File: src/rtl/regfile_wb_scheduler.sv
// Write-port scheduler for the 32x32 register file: scoreboard-based issue stall, ALU/memory
// writeback merge (ALU first) with a 2-entry memory FIFO, and $0 write protection.
module regfile_wb_scheduler #(
  parameter int unsigned STALL_CNT_W = 16
) (
  input  logic                   clk,
  input  logic                   rst_n,
  input  logic                   issue_valid,
  input  logic [4:0]             issue_rs,
  input  logic [4:0]             issue_rt,
  input  logic [4:0]             issue_rd,
  input  logic                   issue_wr,
  output logic                   issue_stall,
  input  logic                   alu_wb_valid,
  input  logic [4:0]             alu_wb_addr,
  input  logic [31:0]            alu_wb_data,
  input  logic                   mem_wb_valid,
  input  logic [4:0]             mem_wb_addr,
  input  logic [31:0]            mem_wb_data,
  output logic                   mem_wb_ready,
  output logic                   rf_write,
  output logic [4:0]             rf_addrssw,
  output logic [31:0]            rf_write_material,
  output logic [31:0]            busy,
  output logic [STALL_CNT_W-1:0] stall_cycles
);

  logic [31:0]            busy_q, busy_d;
  logic [1:0]             fifo_cnt_q;
  logic                   fifo_rd_q, fifo_wr_q;
  logic [4:0]             fifo_addr_q [2];
  logic [31:0]            fifo_data_q [2];
  logic                   rf_write_q;
  logic [4:0]             rf_addr_q;
  logic [31:0]            rf_data_q;
  logic [STALL_CNT_W-1:0] stall_cnt_q;

  logic        fifo_push, fifo_pop, sel_valid;
  logic [4:0]  sel_addr;
  logic [31:0] sel_data;

  always_comb begin
    issue_stall  = issue_valid &
                   (busy_q[issue_rs] | busy_q[issue_rt] | (issue_wr & busy_q[issue_rd]));
    mem_wb_ready = (fifo_cnt_q != 2'd2);
    fifo_push    = mem_wb_valid & mem_wb_ready;
    fifo_pop     = ~alu_wb_valid & (fifo_cnt_q != 2'd0);
    sel_valid    = alu_wb_valid | (fifo_cnt_q != 2'd0);
    sel_addr     = alu_wb_valid ? alu_wb_addr : fifo_addr_q[fifo_rd_q];
    sel_data     = alu_wb_valid ? alu_wb_data : fifo_data_q[fifo_rd_q];

    // Clear first so that a same-cycle set on the same register wins.
    busy_d = busy_q;
    if (rf_write_q) busy_d[rf_addr_q] = 1'b0;
    if (issue_valid && !issue_stall && issue_wr && (issue_rd != 5'd0)) busy_d[issue_rd] = 1'b1;
    busy_d[0] = 1'b0;
  end

  always_ff @(posedge clk) begin
    if (!rst_n) begin
      busy_q      <= '0;
      fifo_cnt_q  <= '0;
      fifo_rd_q   <= 1'b0;
      fifo_wr_q   <= 1'b0;
      rf_write_q  <= 1'b0;
      rf_addr_q   <= '0;
      rf_data_q   <= '0;
      stall_cnt_q <= '0;
    end else begin
      busy_q     <= busy_d;
      fifo_cnt_q <= fifo_cnt_q + {1'b0, fifo_push} - {1'b0, fifo_pop};
      if (fifo_push) begin
        fifo_addr_q[fifo_wr_q] <= mem_wb_addr;
        fifo_data_q[fifo_wr_q] <= mem_wb_data;
        fifo_wr_q              <= ~fifo_wr_q;
      end
      if (fifo_pop) fifo_rd_q <= ~fifo_rd_q;
      // A selected write to $0 still consumes its slot but never asserts the enable.
      rf_write_q <= sel_valid & (sel_addr != 5'd0);
      if (sel_valid) begin
        rf_addr_q <= sel_addr;
        rf_data_q <= sel_data;
      end
      if (issue_stall && (stall_cnt_q != {STALL_CNT_W{1'b1}})) stall_cnt_q <= stall_cnt_q + 1'b1;
    end
  end

  assign rf_write          = rf_write_q;
  assign rf_addrssw        = rf_addr_q;
  assign rf_write_material = rf_data_q;
  assign busy              = busy_q;
  assign stall_cycles      = stall_cnt_q;

endmodule

File: config.mk
export PLATFORM = sky130hd
export DESIGN_NAME = regfile_wb_scheduler
export DESIGN_NICKNAME = d
export VERILOG_FILES = /design/src/rtl/regfile_wb_scheduler.sv
export SDC_FILE = /design/constraint.sdc
export NUM_CORES = 1
export LEC_CHECK = 0
export CAP_MARGIN = 10
export CORE_ASPECT_RATIO = 1.2
export CORE_MARGIN = 8
export CORE_UTILIZATION = 35
export CTS_BUF_LIST = sky130_fd_sc_hd__clkbuf_4
export CTS_CLUSTER_SIZE = 24
export DETAILED_ROUTE_END_ITERATION = 8
export GPL_TIMING_DRIVEN = 0
export PLACE_DENSITY = 0.63
export SYNTH_ARGS = -nofsm -noshare
export SYNTH_HDL_FRONTEND = slang
export SYNTH_SLANG_ARGS = --single-unit
File: constraint.sdc
create_clock -name clk -period 9.2 [get_ports clk]
set_clock_uncertainty 0.15 [all_clocks]
set_input_delay 2.3 -clock clk [delete_from_list [all_inputs] [get_ports clk]]
set_output_delay 2.3 -clock clk [all_outputs]
set_load 0.01 [all_outputs]
==> impl_results.rst, run 1 <==
.. list-table::
   :header-rows: 1

   * - Metric
     - Value
   * - Mapped Nets
     - 757
   * - Hold buffers post-CTS
     - 0
   * - Clock buffer count from CTS
     - 17
   * - Total number of clock tree sinks
     - about 160
   * - Initial antenna violation count
     - 1
   * - CP max-delay cell
     - clkdlybuf4s50_1
   * - Layout overhead on the synthesized area
     - 32.1%
   * - Result of the run
     - completed
   * - Required time at the worst-slack endpoint
     - slightly below 7 ns
   * - Die boundary height
     - 176 um
   * - Setup CP Type
     - in -> out
   * - Final worst hold slack
     - 0.352 ns
   * - GR Util met3
     - 5.51%
   * - Drt via density
     - 5.33
   * - Remaining max-slew budget at the tightest pin
     - 36.0%
   * - Library cell appearing most often on the critical path
     - clkdlybuf4s50_1
   * - Largest buffer count on any clock path
     - 2
   * - Flop-to-flop setup slack
     - 6.59 ns
   * - Setup tns final
     - 0 ns
   * - Wire length of the first global-routing pass
     - 35100 um
   * - Number of storage elements in the synthesis netlist
     - 164
   * - Combined area of the multi-input logic cells
     - 0.00321 sq mm
   * - Number of rows in the core area
     - 58
   * - Residual antenna-violating net count after detailed routing
     - 0
   * - Boundary Pins
     - between 150 and 200
   * - Count of port buffers added during placement
     - between 150 and 200
   * - Overall via count from detail_route
     - 6083
   * - Die Footprint
     - around 0.026 sq mm
   * - RSZ-0062 raised after global routing
     - no
   * - Met1 global-route usage
     - 19.4%
   * - Clock root cell
     - clkbuf_4
   * - Most used cells in the layout excluding fill and tap cells
     - clkdlybuf4s50_1 (173), dfxtp_1 (90), nor2_1 (89)
   * - Capturing element type of the critical path
     - primary output
   * - Count of different cell masters after synthesis
     - between 50 and 60
   * - Share of layout cells above drive strength 1
     - 12.5%
   * - TritonCTS clock tree
     - yes
   * - Minimum setup slack in the final design
     - around 1.6 ns
   * - Number of pins exceeding their max-slew limit in the final report
     - 0
   * - Kind of launch point of the worst setup path
     - primary input
   * - Setup slack after placement
     - 1.64 ns
   * - Overall fraction of global-route tracks in use
     - 17.0%
   * - Sequential fraction of the synthesis area
     - 53.8%
   * - Routed length per instance
     - 19.5 um
   * - Clk_lat worst skew
     - 0.54 ns
   * - Fraction of synthesized cell area taken by the top area cell type
     - 29.7%
   * - Busiest grt layer
     - met2
   * - Dominant cells by area after synthesis
     - edfxtp_1 (30%), dfxtp_1 (24%), mux2i_1 (6.6%)
   * - Cts repair resizes
     - 0
   * - Most frequent standard cell in the layout excluding fill and tap cells
     - clkdlybuf4s50_1
   * - Final HPWL DP
     - 17100 um
   * - Ordered cell list for the critical path
     - clkdlybuf4s50_1 > or3b_1 > clkbuf_1 > o22ai_1 > nor4_1 > a21oi_2 > o21ai_1 > o311a_4 > buf_4 > nor2b_1 > clkdlybuf4s50_1
   * - Arrival @ worst endpoint
     - 5.13 ns
   * - Count of fill cells added during filler insertion
     - 1963
   * - Number of maximum-capacitance violations
     - 0
   * - Final hold violation count
     - 0
   * - Minimum period implied by the final worst setup slack
     - 7.58 ns
   * - Gp weighted congestion
     - 0.860
   * - Stage delay of the slowest cell on the critical path
     - 0.63 ns
   * - Kind of cell adding the most delay to the critical path
     - buffers and inverters
   * - Post-CTS Repair Setup Buffers
     - 0
   * - Largest net degree at the start of global routing
     - 17
   * - Share of the cycle needed by the critical path after routing
     - around 82%
   * - Initial detailed-routing violation count
     - 527
   * - Clk pin slew, worst setup/hold paths
     - 0.16 ns
   * - Tightest Pin Transition
     - approximately 0.95 ns
   * - Total gr overflow
     - 0
   * - Number of global-route vias before repair
     - 6263
   * - Width of the chip
     - 150 um
   * - Power density cells
     - 172 mW/mm^2
   * - Remaining routing DRC violations
     - 0
   * - Warning count from the yosys run
     - 0
   * - Finish-stage setup viols
     - 0
   * - Count of flip-flops with a built-in enable after synthesis
     - 74
   * - Pre-Repair DR Iteration Count
     - 8
   * - Post-synth ARST share
     - 0%
   * - Register area
     - 0.00402 sq mm
   * - Cells after Synth
     - 659
   * - Largest area contributor in the netlist
     - edfxtp_1
   * - Total standard cell area after synthesis
     - roughly 0.0075 sq mm
   * - Final net count
     - 955
   * - Total wirelength of the detailed-routed design
     - 22300 um
   * - Worst voltage drop across the vdd grid
     - 98.6 uV
   * - Primary flip-flop cell chosen by synthesis mapping
     - dfxtp_1
   * - Avg Cell Area, Syn
     - 11.4 sq um
   * - H-Tree Depth
     - 4
   * - Worst min path class
     - reg -> reg
   * - Highest clock rate
     - ~130 MHz
   * - Global routing met2 resource utilization
     - 29.6%
   * - Worst Path Buf+Inv
     - 4
   * - Core Footprint
     - 0.0210 sq mm
   * - Top fanout value on the critical path
     - 10
   * - Leakage power
     - 0.00331 uW
   * - Initial Utilization
     - a little over a third
## report_power, final
group	internal, uW	switching (uW)
logic	205	246
clock network	119	270
registers	827	28.8
total	1150	545
## path summary, 6_finish.rpt
| path | to | cells after the start | from |
|---|---|---|---|
| max reg2reg | stall_cycles[0]$_SDFFE_PN0P_ | 8 | stall_cycles[3]$_SDFFE_PN0P_ |
| min | stall_cycles[8]$_SDFFE_PN0P_ | 2 | stall_cycles[8]$_SDFFE_PN0P_ |
| min reg2reg | stall_cycles[8]$_SDFFE_PN0P_ | 2 | stall_cycles[8]$_SDFFE_PN0P_ |
| max | issue_stall | 11 | issue_rd[2] |
## synth_stat cells, drive strengths merged, types with 10 or more instances
cell type,number
dfxtp,90
mux2i,49
mux4,14
clkbuf,34
a21oi,51
o211ai,31
nand3b,10
nor2,89
a222oi,17
edfxtp,74
buf,18
o21ai,16
nand2,22
nand2b,10
mux2,18
nand3,13
o31ai,18
## sequential cells by signal, summed over array words and instances (netlist names), 2 cells and up, named ones only
name	count
fifo_addr_q	10
fifo_data_q	64
busy	31
rf_addrssw	5
stall_cycles	16
fifo_cnt_q	2
rf_write_material	32
## worst register-to-register path, stage by stage, from the launching register on
cell      delay (ns)
dfxtp_1         0.47
and3_1          0.22
and3_1          0.17
and2_1          0.17
nand3_2         0.16
nor3_1          0.34
clkbuf_1        0.54
nor3b_2         0.15
mux2i_1         0.14
## cell families after synthesis
kind of cell	share of synthesized area [%]
compound gates	14.6
xor+xnor	0.468
other cells	0.0501
flops	53.8
fa+ha+maj	0.501
buf+inv	3.48
mux	13.5
simple gates	13.7
## per-layer routing
metal  wire, um  part of all wire, %  vias up
met3       1720                  7.7       27
li1           -                    -     2914
met1       8900                   40     2930
met4        383                  1.7        0
met5          0                    0        -
met2      11300                   51      212
## layout make-up
type | count | share of cell area, %
antenna | 1 | 0.0253
buffer | 52 | 2.40
clock buffer | 18 | 1.37
clock inverter | 14 | 1.18
inverter | 6 | 0.228
multi-input combinational | 437 | 32.5
sequential | 164 | 40.7
tap | 270 | 3.42
timing repair buffer | 179 | 18.2
## stage by stage
step	cell area (sq um)	cells	util (%)	total power [uW]
floorplan	7490	659	-	1130
global placement	9560	1102	45.6	1320
detailed placement	9630	1108	45.9	1330
CTS	9880	1140	47.1	1720
global route	9890	1141	47.1	1800
finish	9890	1141	47.1	1700
No activity file was read; power rests on OpenSTA's default activity.
==> run 2: changes to the inputs <==
--- a/config.mk
+++ b/config.mk
@@ -13,7 +13,7 @@
 export CTS_CLUSTER_SIZE = 24
 export DETAILED_ROUTE_END_ITERATION = 8
 export GPL_TIMING_DRIVEN = 0
-export PLACE_DENSITY = 0.63
+export PLACE_DENSITY = 0.65
 export SYNTH_ARGS = -nofsm -noshare
 export SYNTH_HDL_FRONTEND = slang
 export SYNTH_SLANG_ARGS = --single-unit
==> constraint.sdc (replaced) <==
create_clock -name clk -period 6.9 [get_ports clk]
set_clock_uncertainty 0.15 [all_clocks]
set_input_delay 1.725 -clock clk [delete_from_list [all_inputs] [get_ports clk]]
set_output_delay 1.725 -clock clk [all_outputs]
set_load 0.01 [all_outputs]
==> impl_results.rst, run 2 (synthesized netlist as in run 1, its figures left out) <==
.. list-table::
   :header-rows: 1

   * - Metric
     - Value
   * - Power density cells
     - 233 mW/mm^2 (was 172 mW/mm^2)
   * - Reg2Reg Depth
     - 8 (unchanged)
   * - Hold buffers post-CTS
     - 0 (unchanged)
   * - Required time at the worst-slack endpoint
     - 5.03 ns (was 6.75 ns)
   * - Clk pin slew, worst setup/hold paths
     - 0.16 ns (about the same)
   * - Total wirelength of the detailed-routed design
     - 22600 um (was 22300 um)
   * - Clock root cell
     - clkbuf_4 (unchanged)
   * - Layout overhead on the synthesized area
     - 33.2% (was 32.1%)
   * - Initial detailed-routing violation count
     - 360 (was 527)
   * - Worst hold start
     - fifo_rd_q$_SDFFE_PN0P_ (was stall_cycles[8]$_SDFFE_PN0P_)
   * - Minimum period implied by the final worst setup slack
     - 6.48 ns
   * - Share of layout cells above drive strength 1
     - 12.8% (was 12.5%)
   * - Number of maximum-capacitance violations
     - 0 (unchanged)
   * - Wire length of the first global-routing pass
     - 35400 um (was 35100 um)
   * - RSZ-0062 raised after global routing
     - no (unchanged)
   * - Die Footprint
     - 0.0263 sq mm (unchanged)
   * - Post-CTS Repair Setup Buffers
     - 0 (unchanged)
   * - Cell count after placement
     - 1110 (was 1108)
   * - Leakage power
     - 0.00335 uW (was 0.00331 uW)
   * - Remaining routing DRC violations
     - 0 (unchanged)
   * - Boundary Pins
     - 183 (unchanged)
   * - Biggest register
     - fifo_data_q (unchanged)
   * - Kind of launch point of the worst setup path
     - primary input (unchanged)
   * - Capturing element type of the critical path
     - primary output (unchanged)
   * - Tightest Pin Transition
     - 0.814 ns (was 0.954 ns)
   * - Width of the chip
     - 150 um (unchanged)
   * - Result of the run
     - completed (unchanged)
   * - Residual antenna-violating net count after detailed routing
     - 0 (unchanged)
   * - Cts repair resizes
     - 0 (unchanged)
   * - Routed length per instance
     - 19.8 um (was 19.5 um)
   * - Clk_lat worst skew
     - 0.55 ns (was 0.54 ns)
   * - Core Footprint
     - 0.0210 sq mm (unchanged)
   * - Setup CP Type
     - in -> out (unchanged)
   * - Finish-stage setup viols
     - 0 (unchanged)
   * - Total number of clock tree sinks
     - 164 (unchanged)
   * - Arrival @ worst endpoint
     - 4.60 ns (was 5.13 ns)
   * - Number of rows in the core area
     - 58 (unchanged)
   * - Total gr overflow
     - 0 (unchanged)
   * - Largest net degree at the start of global routing
     - 20 (was 17)
   * - Pre-Repair DR Iteration Count
     - 7 (was 8)
   * - Overall fraction of global-route tracks in use
     - 17.3% (was 17.0%)
   * - Remaining max-slew budget at the tightest pin
     - 45.7% (was 36.0%)
   * - Die boundary height
     - 176 um (unchanged)
   * - Worst min path class
     - reg -> reg (unchanged)
   * - Final hold violation count
     - 0 (unchanged)
   * - Max reg flops
     - 64 (unchanged)
   * - Overall via count from detail_route
     - 6113 (was 6083)
   * - Most frequent standard cell in the layout excluding fill and tap cells
     - clkdlybuf4s50_1 (unchanged)
   * - R2R Path End
     - stall_cycles[0]$_SDFFE_PN0P_ (unchanged)
   * - Initial Utilization
     - 35.7% (unchanged)
   * - Share of the cycle needed by the critical path after routing
     - 93.9%
   * - Highest clock rate
     - 154 MHz
   * - Largest buffer count on any clock path
     - 2 (unchanged)
   * - H-Tree Depth
     - 4 (unchanged)
   * - Initial antenna violation count
     - 2 (was 1)
   * - Cell Area, Placed
     - 0.00966 sq mm (was 0.00963 sq mm)
   * - Flop-to-flop setup slack
     - 4.30 ns (was 6.59 ns)
   * - Top fanout value on the critical path
     - 10 (unchanged)
   * - Number of pins exceeding their max-slew limit in the final report
     - 0 (unchanged)
   * - Final HPWL DP
     - 17300 um (was 17100 um)
   * - Worst voltage drop across the vdd grid
     - 141 uV (was 98.6 uV)
   * - Summed area of non-filler cells in the final layout
     - 0.00997 sq mm (was 0.00989 sq mm)
   * - Critical register-to-register path startpoint
     - stall_cycles[4]$_SDFFE_PN0P_ (was stall_cycles[3]$_SDFFE_PN0P_)
   * - TritonCTS clock tree
     - yes (unchanged)
   * - Drt via density
     - 5.35 (was 5.33)
   * - Worst hold path cell count
     - 2 (unchanged)
   * - Number of global-route vias before repair
     - 6320 (was 6263)
   * - Most used cells in the layout excluding fill and tap cells
     - clkdlybuf4s50_1 (173), dfxtp_1 (90), nor2_1 (89) (unchanged)
   * - Final net count
     - 957 (was 955)
   * - Gp weighted congestion
     - 0.929 (was 0.860)
   * - Post-route insts no fill
     - 1143 (was 1141)
   * - Clock buffer count from CTS
     - 17 (unchanged)
   * - Count of port buffers added during placement
     - 173 (unchanged)
-- run 2: where the power goes --
part / switching [uW] / leakage (uW) / total [uW] / internal (uW)
logic: 330 / 0.00177 / 606 / 276
registers: 40.4 / 0.00141 / 1140 / 1100
clock network: 399 / 0.000163 / 570 / 171
-- run 2: worst max-delay path by stage --
stage / from / endpoint / slack (ns)
floorplan: rst_n / fifo_addr_q[0][0]$_DFFE_PP_ / 1.38
global placement: rst_n / fifo_data_q[0][23]$_DFFE_PP_ / -0.95
detailed placement: issue_rd[2] / issue_stall / 0.46
CTS: issue_rd[2] / issue_stall / 0.44
global route: issue_rd[2] / issue_stall / 0.25
finish: issue_rd[3] / issue_stall / 0.42
-- run 2: metrics by stage --
step                TNS (ns)  power, uW  setup slack [ns]  util, %  hold WS, ns
finish                     0       2320             0.423     47.5        0.349
global route               0       2460             0.249     47.5        0.386
CTS                        0       2350             0.443     47.5        0.347
detailed placement         0       1780             0.458     46.0        0.330
global placement      -70.21       1760            -0.954     45.6        0.316
floorplan                  0       1510              1.38        -        0.322
-- run 2: routing by layer --
layer,track usage (%),wire length (um)
met3,5.17,1600
met2,30.8,11700
met4,5.90,378
met1,19.1,8950
met5,0,13
-- run 2: worst max-delay path, cell delays in order --
cell	delay, ns
clkdlybuf4s50_1	0.65
or3b_1	0.16
clkbuf_1	0.31
o22ai_1	0.20
nor4_1	0.30
a21oi_2	0.05
o21ai_1	0.17
o311a_4	0.28
buf_4	0.21
nor2b_1	0.06
clkdlybuf4s50_1	0.49
-- run 2: area by class of cell --
type,instances,area (sq um)
inverter,6,22.5
antenna,1,2.50
sequential,164,4020
fill,1950,11000
buffer,52,238
tap,270,338
timing repair buffer,181,1820
clock buffer,17,128
multi-input combinational,437,3210
clock inverter,15,186
==> run 3: changes to the inputs <==
--- a/config.mk
+++ b/config.mk
@@ -14,6 +14,7 @@
 export DETAILED_ROUTE_END_ITERATION = 8
 export GPL_TIMING_DRIVEN = 0
 export PLACE_DENSITY = 0.65
+export REMOVE_ABC_BUFFERS = 1
 export SYNTH_ARGS = -nofsm -noshare
 export SYNTH_HDL_FRONTEND = slang
 export SYNTH_SLANG_ARGS = --single-unit
==> impl_results.rst, run 3 (synthesized netlist as in run 1, its figures left out) <==
.. list-table::
   :header-rows: 1

   * - Metric
     - Value
   * - Result of the run
     - completed (unchanged)
   * - Capturing element type of the critical path
     - primary output (unchanged)
   * - Die boundary height
     - 176 um (unchanged)
   * - Number of maximum-capacitance violations
     - 0 (unchanged)
   * - Initial antenna violation count
     - 3 (was 2)
   * - Finish-stage setup viols
     - 0 (unchanged)
   * - Number of pins exceeding their max-slew limit in the final report
     - 0 (unchanged)
   * - Initial detailed-routing violation count
     - 407 (was 360)
   * - Pre-Repair DR Iteration Count
     - 5 (was 7)
   * - H-Tree Depth
     - 4 (unchanged)
   * - Die Footprint
     - 0.0263 sq mm (unchanged)
   * - Reg2Reg Depth
     - 7 (was 8)
   * - Layout overhead on the synthesized area
     - 33.2% (about the same)
   * - Residual antenna-violating net count after detailed routing
     - 0 (unchanged)
   * - Largest buffer count on any clock path
     - 2 (unchanged)
   * - Clock buffer count from CTS
     - 17 (unchanged)
   * - Cell Area, Placed
     - 0.00960 sq mm (was 0.00966 sq mm)
   * - Final HPWL DP
     - 15500 um (was 17300 um)
   * - Highest clock rate
     - 154 MHz (about the same)
   * - Arrival @ worst endpoint
     - 4.63 ns (was 4.60 ns)
   * - Count of port buffers added during placement
     - 181 (was 173)
   * - Final net count
     - 919 (was 957)
   * - Setup CP Type
     - in -> out (unchanged)
   * - Initial Utilization
     - 35.7% (unchanged)
   * - Worst min path class
     - reg -> reg (unchanged)
   * - Final design utilization
     - 47.5% (about the same)
   * - Total wirelength of the detailed-routed design
     - 21600 um (was 22600 um)
   * - Final worst hold slack
     - 0.340 ns (was 0.349 ns)
   * - Post-route total power
     - 2410 uW (was 2320 uW)
   * - Worst min-delay path endpoint
     - stall_cycles[5]$_SDFFE_PN0P_
   * - Biggest register
     - fifo_data_q (unchanged)
   * - Drt via density
     - 5.41 (was 5.35)
   * - Minimum period implied by the final worst setup slack
     - 6.50 ns (was 6.48 ns)
   * - Routed length per instance
     - 19.6 um (was 19.8 um)
   * - Worst hold path cell count
     - 2 (unchanged)
   * - Boundary Pins
     - 183 (unchanged)
   * - R2R Path End
     - busy[1]$_SDFF_PN0_ (was stall_cycles[0]$_SDFFE_PN0P_)
   * - Clk_lat worst skew
     - 0.54 ns (was 0.55 ns)
   * - Worst hold start
     - stall_cycles[5]$_SDFFE_PN0P_ (was fifo_rd_q$_SDFFE_PN0P_)
   * - Max reg flops
     - 64 (unchanged)
   * - Top fanout value on the critical path
     - 26 (was 10)
   * - Clock root cell
     - clkbuf_4 (unchanged)
   * - Remaining max-slew budget at the tightest pin
     - 32.4% (was 45.7%)
   * - Summed area of non-filler cells in the final layout
     - 0.00997 sq mm (about the same)
   * - Leakage power
     - 0.00336 uW (was 0.00335 uW)
   * - Worst voltage drop across the vdd grid
     - 128 uV (was 141 uV)
   * - Gp weighted congestion
     - 0.877 (was 0.929)
   * - Share of layout cells above drive strength 1
     - 13.1% (was 12.8%)
   * - Kind of launch point of the worst setup path
     - primary input (unchanged)
   * - TritonCTS clock tree
     - yes (unchanged)
   * - Tightest Pin Transition
     - 1.01 ns (was 0.814 ns)
   * - Remaining routing DRC violations
     - 0 (unchanged)
   * - Number of rows in the core area
     - 58 (unchanged)
   * - Total number of clock tree sinks
     - 164 (unchanged)
   * - Clk pin slew, worst setup/hold paths
     - 0.16 ns (about the same)
   * - Most frequent standard cell in the layout excluding fill and tap cells
     - clkdlybuf4s50_1 (unchanged)
   * - Total gr overflow
     - 0 (unchanged)
   * - Share of the cycle needed by the critical path after routing
     - 94.3% (was 93.9%)
   * - Width of the chip
     - 150 um (unchanged)
   * - Power density cells
     - 241 mW/mm^2 (was 233 mW/mm^2)
   * - Number of global-route vias before repair
     - 6178 (was 6320)
   * - Flop-to-flop setup slack
     - 3.92 ns (was 4.30 ns)
   * - Final hold violation count
     - 0 (unchanged)
   * - Overall fraction of global-route tracks in use
     - 16.5% (was 17.3%)
   * - Critical register-to-register path startpoint
     - busy[29]$_SDFF_PN0_ (was stall_cycles[4]$_SDFFE_PN0P_)
   * - Required time at the worst-slack endpoint
     - 5.03 ns (about the same)
   * - Largest net degree at the start of global routing
     - 51 (was 20)
   * - Most used cells in the layout excluding fill and tap cells
     - clkdlybuf4s50_1 (178), nor2_1 (89), dfxtp_1 (89) (was clkdlybuf4s50_1 (173), dfxtp_1 (90), nor2_1 (89))
   * - Core Footprint
     - 0.0210 sq mm (unchanged)
   * - Post-CTS Repair Setup Buffers
     - 0 (unchanged)
   * - RSZ-0062 raised after global routing
     - no (unchanged)
   * - Wire length of the first global-routing pass
     - 34100 um (was 35400 um)
   * - Count of fill cells added during filler insertion
     - 1958 (was 1950)
   * - Overall via count from detail_route
     - 5980 (was 6113)
run 3: changes by cell type in the layout (fill, tap and decap cells not counted), moves of 5 or more:
cell / change
buf_6: -5
buf_8: +5
buf_2: -5
buf_4: -5
clkbuf_1: -34
clkdlybuf4s50_1: +5
clkinv_8: -7
run 3: power by group:
part / internal [uW] / switching [uW] / leakage [uW]
Sequential: 1100 / 53.3 / 0.00141
Clock: 299 / 363 / 0.000186
Combinational: 288 / 299 / 0.00176
Total: 1690 / 715 / 0.00336
run 3: routing by layer:
layer	global-route usage (%)	up-vias	routed length, um
li1	-	2833	-
met1	18.9	2928	8730
met2	27.6	197	10700
met3	6.61	18	1960
met4	4.64	4	168
met5	0	-	23
run 3: area by class of cell:
cell class	instances	area, sq um	area share (%)
sequential	164	4030	40.4
tap	270	338	3.39
clock buffer	17	128	1.28
antenna	1	2.50	0.0251
inverter	6	22.5	0.226
multi-input combinational	437	3220	32.3
clock inverter	15	214	2.15
timing repair buffer	195	2020	20.2
run 3: how the worst max path moves through the flow:
| stage | startpoint | to | slack (ns) | cells past startpoint |
|---|---|---|---|---|
| 2_1_floorplan | alu_wb_valid | rf_addrssw[4]$_SDFFE_PN0P_ | 1.63 | 3 |
| 3_3_place_gp | rst_n | fifo_data_q[1][27]$_DFFE_PP_ | -2.90 | 3 |
| 3_5_place_dp | issue_rd[1] | issue_stall | -0.03 | 9 |
| 4_1_cts | issue_rd[1] | issue_stall | 0.25 | 9 |
| 5_1_grt | issue_rt[1] | issue_stall | 0.20 | 8 |
| 6_report | issue_rt[1] | issue_stall | 0.40 | 8 |
run 3: repair_timing:
item | 4_1_cts | 5_1_grt
endpoints found under the hold margin | 0 | 0
hold buffers | 0 | 0
gates resized for setup | 1 | 0
endpoints found under the setup margin | 1 | 0
run 3: per-stage QoR:
stage	setup WS, ns	instances	setup TNS [ns]
after floorplan	1.63	607	0
after global placement	-2.90	1058	-319.52
after detailed placement	-0.0316	1071	-0.0316
after CTS	0.247	1103	0
after global routing	0.203	1105	0
final	0.396	1105	0
run 3: critical path, cell delays in order:
cell             delay [ns]
clkdlybuf4s50_1        0.78
mux4_2                 0.60
mux2i_1                0.14
o22ai_1                0.10
nor3_2                 0.25
o311a_4                0.45
nor2b_1                0.08
clkdlybuf4s50_1        0.49
